`src/rtl/uart_mmio_ctrl.sv`:
```
// Memory-mapped UART controller: buffers core stores in a TX FIFO and feeds
// the transmitter one byte at a time; captures RX bytes and owns the baud divisor.
module uart_mmio_ctrl #(
   parameter int          TX_DEPTH         = 4,
   parameter logic [31:0] UART_RW_ADDR     = 32'h10010000,
   parameter logic [31:0] UART_STATUS_ADDR = 32'h10010005,
   parameter logic [31:0] BAUD_ADDR        = 32'h10010100,
   parameter logic [15:0] BAUD_RESET       = 16'h0003
) (
   input  logic        clk,
   input  logic        rst,
   input  logic [31:0] address,
   input  logic [31:0] write_data,
   input  logic        write_enable,
   input  logic        read_enable,
   output logic [31:0] read_data,
   output logic        hit,
   output logic [7:0]  uart_data,
   output logic        uart_write_enable,
   input  logic        uart_busy,
   input  logic [7:0]  uart_rx_data,
   input  logic        uart_out_valid,
   output logic [15:0] baud_max
);

   localparam int PW = $clog2(TX_DEPTH);
   localparam int CW = PW + 1;

   typedef enum logic [1:0] {
      IDLE      = 2'd0,
      LOAD      = 2'd1,
      WAIT_BUSY = 2'd2,
      WAIT_DONE = 2'd3
   } tx_state_t;

   tx_state_t   state_reg;
   tx_state_t   state_next;

   logic [7:0]  fifo_mem [TX_DEPTH];
   logic [PW-1:0] wr_ptr_reg;
   logic [PW-1:0] rd_ptr_reg;
   logic [CW-1:0] count_reg;

   logic [7:0]  uart_data_reg;
   logic [15:0] baud_reg;
   logic [7:0]  rx_byte_reg;
   logic        rx_valid_reg;
   logic        rx_overrun_reg;
   logic        tx_overflow_reg;

   logic        sel_rw;
   logic        sel_status;
   logic        sel_baud;
   logic        tx_empty;
   logic        tx_full;
   logic        tx_active;
   logic        push_req;
   logic        push;
   logic        pop;
   logic        rx_clear;
   logic [7:0]  status;
   logic        unused_bits;

   assign unused_bits = ^write_data[31:16];

   // Address decode
   assign sel_rw     = (address == UART_RW_ADDR);
   assign sel_status = (address == UART_STATUS_ADDR);
   assign sel_baud   = (address == BAUD_ADDR);
   assign hit        = sel_rw | sel_status | sel_baud;

   assign tx_empty  = (count_reg == '0);
   assign tx_full   = (count_reg == CW'(TX_DEPTH));
   assign tx_active = (state_reg != IDLE) || !tx_empty;

   // A pop frees a slot in the same cycle, so a push into a full FIFO still lands.
   assign pop      = (state_reg == IDLE) && !tx_empty;
   assign push_req = write_enable && sel_rw;
   assign push     = push_req && (!tx_full || pop);
   assign rx_clear = read_enable && sel_rw;

   assign status = {tx_empty, tx_active, tx_full, 2'b00,
                    tx_overflow_reg, rx_overrun_reg, rx_valid_reg};

   always_comb begin
      read_data = 32'h0;
      if (sel_rw)
         read_data = {24'h0, rx_byte_reg};
      else if (sel_status)
         read_data = {24'h0, status};
      else if (sel_baud)
         read_data = {16'h0, baud_reg};
   end

   // FIFO storage: no reset needed, validity is tracked by count
   always_ff @(posedge clk) begin
      if (push)
         fifo_mem[wr_ptr_reg] <= write_data[7:0];
   end

   always_ff @(posedge clk) begin
      if (rst) begin
         wr_ptr_reg <= '0;
         rd_ptr_reg <= '0;
         count_reg  <= '0;
      end else begin
         if (push)
            wr_ptr_reg <= wr_ptr_reg + PW'(1);
         if (pop)
            rd_ptr_reg <= rd_ptr_reg + PW'(1);
         case ({push, pop})
            2'b10:   count_reg <= count_reg + CW'(1);
            2'b01:   count_reg <= count_reg - CW'(1);
            default: count_reg <= count_reg;
         endcase
      end
   end

   // Popped byte is held until the next pop
   always_ff @(posedge clk) begin
      if (rst)
         uart_data_reg <= 8'h00;
      else if (pop)
         uart_data_reg <= fifo_mem[rd_ptr_reg];
   end

   always_ff @(posedge clk) begin
      if (rst)
         tx_overflow_reg <= 1'b0;
      else if (push_req && tx_full && !pop)
         tx_overflow_reg <= 1'b1;
      else if (write_enable && sel_status && write_data[2])
         tx_overflow_reg <= 1'b0;
   end

   always_ff @(posedge clk) begin
      if (rst)
         baud_reg <= BAUD_RESET;
      else if (write_enable && sel_baud && (write_data[15:0] != 16'h0))
         baud_reg <= write_data[15:0];
   end

   // A clearing read coinciding with a new byte wins for valid but drops overrun.
   always_ff @(posedge clk) begin
      if (rst) begin
         rx_byte_reg    <= 8'h00;
         rx_valid_reg   <= 1'b0;
         rx_overrun_reg <= 1'b0;
      end else if (uart_out_valid) begin
         rx_byte_reg  <= uart_rx_data;
         rx_valid_reg <= 1'b1;
         if (rx_clear)
            rx_overrun_reg <= 1'b0;
         else if (rx_valid_reg)
            rx_overrun_reg <= 1'b1;
      end else if (rx_clear) begin
         rx_valid_reg   <= 1'b0;
         rx_overrun_reg <= 1'b0;
      end
   end

   always_ff @(posedge clk) begin
      if (rst)
         state_reg <= IDLE;
      else
         state_reg <= state_next;
   end

   always_comb begin
      state_next = state_reg;
      case (state_reg)
         IDLE:      if (!tx_empty) state_next = LOAD;
         LOAD:      state_next = WAIT_BUSY;
         WAIT_BUSY: if (uart_busy) state_next = WAIT_DONE;
         WAIT_DONE: if (!uart_busy) state_next = IDLE;
         default:   state_next = IDLE;
      endcase
   end

   always_comb begin
      uart_write_enable = (state_reg == LOAD);
   end

   assign uart_data = uart_data_reg;
   assign baud_max  = baud_reg;

endmodule

```
`config.mk`:
```
export PLATFORM = sky130hd
export DESIGN_NAME = uart_mmio_ctrl
export DESIGN_NICKNAME = d
export VERILOG_FILES = /design/src/rtl/uart_mmio_ctrl.sv
export SDC_FILE = /design/constraint.sdc
export NUM_CORES = 1
export LEC_CHECK = 0
export CELL_PAD_IN_SITES_DETAIL_PLACEMENT = 1
export CELL_PAD_IN_SITES_GLOBAL_PLACEMENT = 2
export CORE_AREA = 2 2 98 137
export DETAILED_ROUTE_END_ITERATION = 10
export DIE_AREA = 0 0 100 139
export GPL_TIMING_DRIVEN = 1
export MAX_ROUTING_LAYER = met4
export PLACE_DENSITY_LB_ADDON = 0.1
export RECOVER_POWER = 100
export SETUP_SLACK_MARGIN = 0.5
export SLEW_MARGIN = 40
export SYNTH_ARGS = -nofsm -noshare
export SYNTH_HDL_FRONTEND = slang
export SYNTH_SLANG_ARGS = --single-unit
```
`constraint.sdc`:
```
create_clock -name clk -period 4 [get_ports clk]
set_clock_uncertainty 0.05 [all_clocks]
set_input_delay 0.8 -clock clk [delete_from_list [all_inputs] [get_ports clk]]
set_output_delay 0.8 -clock clk [all_outputs]
set_load 0.03 [all_outputs]
```
# After elaboration in Yosys (flattened, before gate mapping)
# Memories as Yosys holds them, arrays and structs flattened. A register that Yosys moved wholly into a read port is not among the register bits.
# Index checks and enable logic that the tools add are counted.
op_classes:
  mux: 17
  eq_ne: 12
  bitwise: 2
  add_sub_neg: 4
  n_reduce_logical: 25
op_table:
  columns: ["op", "n"]
  rows:
  - ["$eq 32x29->1 const B", 3]
  - ["$mux 16", 3]
  - ["$reduce_bool 16->1", 1]
  - ["$logic_and 1x1->1", 10]
  - ["$reduce_bool 2->1", 5]
  - ["$mux 1", 9]
  - ["$pmux 2 s4", 1]
  - ["$eq 2x2->1 const B", 3]
  - ["$mux 2", 3]
  - ["$ne 2x2->1 const B", 3]
  - ["$pmux 3 s2", 1]
  - ["$add 2x1->2 const B", 2]
  - ["$eq 2x1->1 const B", 2]
  - ["$add 3x1->3 const B", 1]
  - ["$eq 3x3->1 const B", 1]
  - ["$logic_not 1->1", 3]
  - ["$logic_not 3->1", 1]
  - ["$reduce_and 3->1", 1]
  - ["$sub 3x1->3 const B", 1]
  - ["$logic_not 2->1", 1]
  - ["$logic_or 1x1->1", 2]
  - ["$or 1x1->1", 2]
  - ["$reduce_and 2->1", 1]
totals:
  output_inout_bits: 58
  mem_bits_rw: 32
  word_cells: 70
  regBits: 36
  in_bits: 78
  memories: 1
mem_list:
  columns: ["name", "words", "word_bits", "read_ports", "rd_ports_with_merged_regs", "wr", "line", "source"]
  rows:
  - ["fifo_mem", 4, 8, 1, 1, 1, "39", "logic [7:0] fifo_mem [TX_DEPTH];"]

# Longest topological paths before layout
# Gate-level depths: netlist of run 1.
depth:
  ltp_word: 7
  mapped_depth: 9
  mapped_depth_nobuf: 9

# Worst setup path before layout of run 1
# OpenSTA, ideal clock, no wires.
synth_timing:
  path_kind: "in2out"
  start: "input port address[21]"
  end: "output port read_data[5]"
  setup_slack_ns: 0.427
  arrival_time_ns: 2.723
  stages: 5
  path_buffers: 1
  required_time_ns: 3.150
  path_cell_list: "nor4_2 nand4_4 or4_1 clkbuf_1 o21ai_0"
synth_via:
  elab_chain_len: 4
  word_cells_on_any_way: 6
  classes_between: "3 x eq/ne; 3 x mux"
synth_rtl:
  columns: ["item", "line", "source"]
  rows:
  - ["from (decl)", "12", "input logic [31:0] address,"]
  - ["$eq 32x29->1", "69", "assign sel_baud = (address == BAUD_ADDR);"]
  - ["$mux 16", "91", "else if (sel_baud)"]
  - ["$mux 16", "89", "else if (sel_status)"]
  - ["$mux 16 *", "87", "if (sel_rw)"]
  - ["to (decl)", "16", "output logic [31:0] read_data,"]
# Every way passes the cells marked *; elsewhere a longest branch is shown, timed or not.

# Final worst setup path of run 1
layout_timing:
  start: "input port address[17]"
  end: "output port read_data[7]"
# Same word-level chain as after synthesis.

==> impl_results.md, run 1 <==
* CP Capture Type: primary output
* Area growth syn-to-layout at 43.5%
* Number of antenna repair diodes at 0
* Hold Path Origin: uart_data[1]
* Slew margin rel. at between 50 and 60%
* Worst-Skew Late Latency at around 0.34 ns
* Pwr dens at 352 nW/um^2
* Reg2Reg Depth at 7
* WHS Endpoint: uart_data[1]
* Final ANT Viol Nets at 0
* Number of synthesized register bits at 76
* CTS Buf Count at 9
* Post-synth top area cell: edfxtp_1
* Layout cells sized above 1 at ~18%
* CORE AREA at between 10000 and 15000 um^2
* Async SR Flop Fraction at 0%
* Ys Warns at 0
* Hold_buf cts at 0
* Post-synth cell types at 46
* Crit Path Category: in2out
* Sequential share of the synthesized area at roughly half
* CTS root buffer: clkbuf_16
* Setup TNS Final at 0 ns
* Drt initial violations at 44
* Clock Path Buffers at 2
* Max-slew violations at 0
* Hold depth at 2
* Synth top cells by count: nand2_1, dfxtp_1, edfxtp_1
* Leakage at between 2 and 2.5 nW
* Largest register FFs at 32
* F_max at ~0.28 GHz
* Initial core utilization at between 20% and 30%
* Area of the multi-input gates at 1630 um^2
* Synth Cell Area at ~3600 um^2
* WL per Instance at approximately 16 um
* RSZ-0062 raised after global routing: false
* TritonCTS clock tree: built
* Number of H-tree levels at 3
* WP data arrival at ~2.8 ns
* Final period util at 90.0%
* I/O pins at 136
* Number of I/O port buffers at 103
* Pre-CTS setup slack at approximately 0.093 ns
* Min-Delay Path Class: reg2reg
* Mean Syn Cell Area at roughly 11 um^2
* Power Total at between 1.5 and 2 mW
* Total grt overflow at 0
* DPL Wire Length at 6850 um
* Hold Vio Cnt, Final at 0
* R2r setup slk at about 1.4 ns
* Most frequent cell after synthesis: nand2_1
* Synth top area cells: edfxtp_1, dfxtp_1, mux2i_1
* R2r endpoint: count_reg[2]
* Cells after synthesis at ~320
* Initial antenna violation count at 0
* Clock Pin Slew Worst Setup and Hold Paths at around 0.07 ns
* Total area of sequential cells at 1840 um^2
* Final worst setup slack at ~0.4 ns
* Largest net degree at the start of global routing at 34
* Reg2Reg Launch Point: count_reg[0]
* Worst Tran Pin Value at ~0.73 ns
* GR Util All Layers at between 10% and 20%
* # DRC at 0
* Tmin final at 3.60 ns
* Worst vdd ir at around 0.18 mV
* Die ar. at 13900 um^2
* Main synth FF type: dfxtp_1
* Setup crit start kind: input port
* Largest Register: fifo_mem
* Drt first pass iters at 4
* Die height at between 100 and 150 um
* Die width at ~100 um
* Row count at 49
* Vias in the first global route at 2866
* Gpl congestion at about 0.73
* Status: finished clean
* Final net count at 522
* Via density at ~4.5
* DR vias at between 2000 and 3000
* Critical Path Fanout Max at 8
* Yosys top cell area share at a little over a quarter
* Number of synthesized flops with an enable pin at 32
* Fillers at about 1500
* Final Setup Violations at 0
* Final WL at between 9000 and 10000 um
* Max capacitance violation total at 0
* Num Clock Sinks at 76
* Global-route wire length before repair at approximately 15000 um
* WP data required at 3.15 ns
[through the flow]
| step | instances | cell area, um^2 | hold slack (ns) | util (%) |
|---|---|---|---|---|
| CTS | 589 | 5170 | 0.411 | 40.5 |
| floorplan | 332 | 3660 | 0.409 | - |
| detailed placement | 567 | 4760 | 0.401 | 37.4 |
| finish | 592 | 5180 | 0.403 | 40.6 |
| global placement | 567 | 4760 | 0.391 | 37.4 |
| global route | 592 | 5180 | 0.430 | 40.6 |
[per-layer routing]
metal / part of all wire (%) / GRT usage [%] / vias to the layer above
met1: 41 / 16.4 / 1280
met5: 0 / - / -
met2: 53 / 24.5 / 73
met4: 1.4 / 4.83 / 0
li1: - / - / 1325
met3: 4.2 / 4.13 / 10
[power by group]
group	total, mW	internal [mW]	switching [mW]
Sequential	0.833	0.820	0.0124
Combinational	0.201	0.0894	0.112
Clock	0.788	0.435	0.353
[critical path, cell delays in order]
cell,delay [ns]
dlygate4sd2_1,0.26
nor4_4,0.27
nand4_1,0.34
or4_4,0.58
o21ai_0,0.23
buf_4,0.16
buf_12,0.11
[final cells by class]
class | instances | share of cell area (%)
well taps | 153 | 3.70
multi-input cells | 216 | 31.5
flip-flops and latches | 76 | 35.6
clock inverters | 7 | 1.31
inverters | 10 | 0.725
repair buffers | 121 | 22.8
clock buffers | 9 | 4.35
[how the worst max path moves through the flow]
stage           startpoint            to  depth (start not counted)
2_1_floorplan  address[21]  read_data[0]                          5
3_3_place_gp   address[28]  read_data[7]                          7
6_report       address[17]  read_data[7]                          7
4_1_cts        address[29]  read_data[4]                          9
3_5_place_dp   address[28]  read_data[7]                          7
5_1_grt         address[3]  read_data[7]                          7
[cell usage in the layout, fill, tap and decap left out, drive strengths merged, types with 14 or more instances in the layout]
cell	instances
nand2	51
dfxtp	44
dlygate4sd3	35
edfxtp	32
buf	30
mux2i	26
clkdlybuf4s50	24
nor2	21
clkbuf	20
conb	16
inv	14
[what timing repair did]
action	4_1_cts	5_1_grt
pin swaps	11	13
endpoints found under the setup margin	17	16
cloned	0	1
resized for setup	36	21
setup buffers	6	2
[kinds of logic after synthesis]
kind of cell             count (synthesis)  share of synthesized area [%]
AND/OR/NAND/NOR                        116                           18.9
flip-flops                              76                           51.1
buffers and inverters                   40                           6.49
multiplexers                            36                           12.8
AO/OA/AOI/OAI                           35                           6.21
adder cells (fa/ha/maj)                 10                           3.68
XOR/XNOR                                 3                          0.729
other                                    1                          0.104
No activity file was read; power rests on OpenSTA's default activity.
==> run 2, diff against run 1 <==
--- a/config.mk
+++ b/config.mk
@@ -7,9 +7,10 @@
 export LEC_CHECK = 0
 export CELL_PAD_IN_SITES_DETAIL_PLACEMENT = 1
 export CELL_PAD_IN_SITES_GLOBAL_PLACEMENT = 2
-export CORE_AREA = 2 2 98 137
+export CORE_AREA = 2 2 99 140
+export CTS_BUF_LIST = sky130_fd_sc_hd__clkbuf_8
 export DETAILED_ROUTE_END_ITERATION = 10
-export DIE_AREA = 0 0 100 139
+export DIE_AREA = 0 0 101 142
 export GPL_TIMING_DRIVEN = 1
 export MAX_ROUTING_LAYER = met4
 export PLACE_DENSITY_LB_ADDON = 0.1
==> constraint.sdc (replaced) <==
create_clock -name clk -period 3.6 [get_ports clk]
set_clock_uncertainty 0.05 [all_clocks]
set_input_delay 0.72 -clock clk [delete_from_list [all_inputs] [get_ports clk]]
set_output_delay 0.72 -clock clk [all_outputs]
set_load 0.03 [all_outputs]
==> impl_results.md, run 2 (synthesis results as in run 1) <==
* Status: finished clean
* Most frequent cells in the layout: nand2_1, dfxtp_1, dlygate4sd3_1, edfxtp_1, mux2i_1
* Die width at 101 um (+1.0%)
* I/O pins at 136 (unchanged)
* Final Setup Violations at 0 (unchanged)
* GR Util All Layers at 14.4% (-0.15 points)
* Gpl congestion at 0.672 (-7.6%)
* DPL Wire Length at 7160 um (+4.6%)
* CTS root buffer: clkbuf_8
* Max-slew violations at 0 (unchanged)
* R2r endpoint: count_reg[2]
* Final WL at 9470 um (-0.54%)
* WHS Endpoint: uart_data[6]
* Largest net degree at the start of global routing at 33 (-2.9%)
* CORE AREA at 13100 um^2 (+3.0%)
* RSZ-0062 raised after global routing: true
* Number of I/O port buffers at 103 (unchanged)
* Final ANT Viol Nets at 0 (unchanged)
* Pwr dens at 355 nW/um^2 (+0.81%)
* Hold Path Origin: uart_data[6]
* Global-route wire length before repair at 15000 um (+0.32%)
* DR vias at 2719 (+1.2%)
* Final net count at 526 (+0.77%)
* Switching share of power at 26.3% (+0.092 points)
* Fin util at 38.9% (-1.7 points)
* Power Total at 1.81 mW (-0.46%)
* Number of antenna repair diodes at 0 (unchanged)
* WL per Instance at 15.8 um (-1.7%)
* Initial core utilization at 27.5% (-0.83 points)
* Largest register FFs at 32 (unchanged)
* Via density at 4.54 (about the same)
* P_int at 1.34 mW (-0.58%)
* Max capacitance violation total at 0 (unchanged)
* Die ar. at 14300 um^2 (+3.2%)
* Commonest non-fill, non-tap cell in the layout: nand2_1
* CTS Buf Count at 9 (unchanged)
* Row count at 50 (+2.0%)
* Crit path from: address[23]
* Final period util at 91.5%
* Fillers at 1481 (+1.6%)
* CP max-delay cell: nor4_4
* Worst-Skew Late Latency at 0.36 ns (+0.02 ns)
* Setup crit start kind: input port
* Leakage at 1.95 nW (-3.7%)
* Total grt overflow at 0 (unchanged)
* Crit Path Category: in2out
* WP data required at 2.83 ns (-0.32 ns)
* Num Clock Sinks at 76 (unchanged)
* Clock Pin Slew Worst Setup and Hold Paths at 0.08 ns (about the same)
* Clock Path Buffers at 2 (unchanged)
* Tmin final at ~3.3 ns
* Drt first pass iters at 4 (unchanged)
* Die height at 142 um (+2.2%)
* Area growth syn-to-layout at 41.7%
* Reg2Reg Depth at 7 (unchanged)
* Vias in the first global route at 2845 (-0.73%)
* Layout cells sized above 1 at 23.0% (+5.0 points)
* F_max at just over 0.3 GHz
* Largest Register: fifo_mem
* Slew margin rel. at 52.2% (+0.73 points)
* Clk pwr share at 36.4% (-6.8 points)
* Comb pwr share at 12.6% (+1.6 points)
* P_sw at 0.476 mW (-0.11%)
* Hold depth at 2 (unchanged)
* Number of H-tree levels at 3 (unchanged)
* Critical Path Fanout Max at 8 (unchanged)
* CP peak stage delay at 0.32 ns (-0.26 ns)
* Setup TNS Final at 0 ns (unchanged)
* Hold_buf cts at 0 (unchanged)
* Worst vdd ir at 0.210 mV (+19%)
* TritonCTS clock tree: built
* Hold Vio Cnt, Final at 0 (unchanged)
* R2r setup slk at 1.01 ns (-0.35 ns)
* CP Capture Type: primary output
* WP data arrival at 2.52 ns (-0.23 ns)
* Reg2Reg Launch Point: count_reg[0]
* Min-Delay Path Class: reg2reg
* Seq pwr share at 51.0% (+5.3 points)
* CP Cell Sequence: clkbuf_1 > nor4_4 > nand4_4 > buf_6 > nor4_4 > clkbuf_1 > buf_4 > and2_1 > buf_6
* Drt initial violations at 84 (+91%)
* # DRC at 0 (unchanged)
* Worst Tran Pin Value at 0.716 ns (-0.0110 ns)
* Initial antenna violation count at 0 (unchanged)
run 2: changes by cell type in the layout (fill, tap and decap cells not counted), moves of 4 or more:
cell	before	now
buf_6	3	18
o21ai_0	4	0
dlygate4sd2_1	13	2
dlymetal6s2s_1	6	0
clkbuf_1	3	7
buf_2	0	7
clkbuf_16	10	0
clkbuf_8	0	9
run 2: worst max-delay path by stage:
stage / cells after the start / to / slack (ns)
6_report: 9 / read_data[12] / 0.31
5_1_grt: 9 / read_data[7] / 0.19
4_1_cts: 10 / read_data[2] / 0.39
3_5_place_dp: 10 / read_data[2] / -0.06
3_3_place_gp: 10 / read_data[2] / -0.07
2_1_floorplan: 5 / read_data[5] / 0.40
run 2: power by group through the flow:
stage / sequential, mW / clock, mW / combinational [mW]
6_report: 0.924 / 0.661 / 0.228
5_1_grt: 0.927 / 0.724 / 0.252
4_1_cts: 0.925 / 0.697 / 0.236
3_5_place_dp: 0.944 / 0 / 0.240
3_3_place_gp: 0.944 / 0 / 0.235
2_1_floorplan: 0.944 / 0 / 0.131
run 2: area by class of cell:
type | count | area, um^2 | share of cell area [%]
Sequential cell | 76 | 1840 | 36.0
Multi-Input combinational cell | 216 | 1670 | 32.6
Timing Repair Buffer | 125 | 1170 | 22.9
Tap cell | 156 | 195 | 3.82
Clock buffer | 9 | 124 | 2.42
Clock inverter | 7 | 76.3 | 1.49
Inverter | 10 | 37.5 | 0.734
run 2: layer usage:
| metal | wire length (um) | track usage [%] |
|---|---|---|
| met5 | 0 | - |
| met4 | 168 | 5.55 |
| met3 | 379 | 3.05 |
| met2 | 5050 | 24.5 |
| met1 | 3870 | 16.4 |
run 2: critical path, delay by kind of cell:
family	cells	cell delay [ns]
buf+inv	5	0.89
simple gates	4	0.90
run 2: repair_timing:
item | 4_1_cts | 5_1_grt
setup endpoints to repair | 17 | 17
gates cloned | 0 | 0
pin swaps | 15 | 12
endpoints found under the hold margin | 0 | 0
gates resized for setup | 102 | 27
setup buffers | 4 | 2
run 2: stage by stage:
stage | cell area [um^2] | std cells | setup slack, ns | hold WS (ns)
6_report | 5110 | 599 | 0.307 | 0.402
5_1_grt | 5110 | 599 | 0.193 | 0.427
4_1_cts | 5090 | 597 | 0.394 | 0.410
3_5_place_dp | 4830 | 577 | -0.0604 | 0.398
3_3_place_gp | 4830 | 577 | -0.0680 | 0.391
2_1_floorplan | 3660 | 332 | 0.400 | 0.409
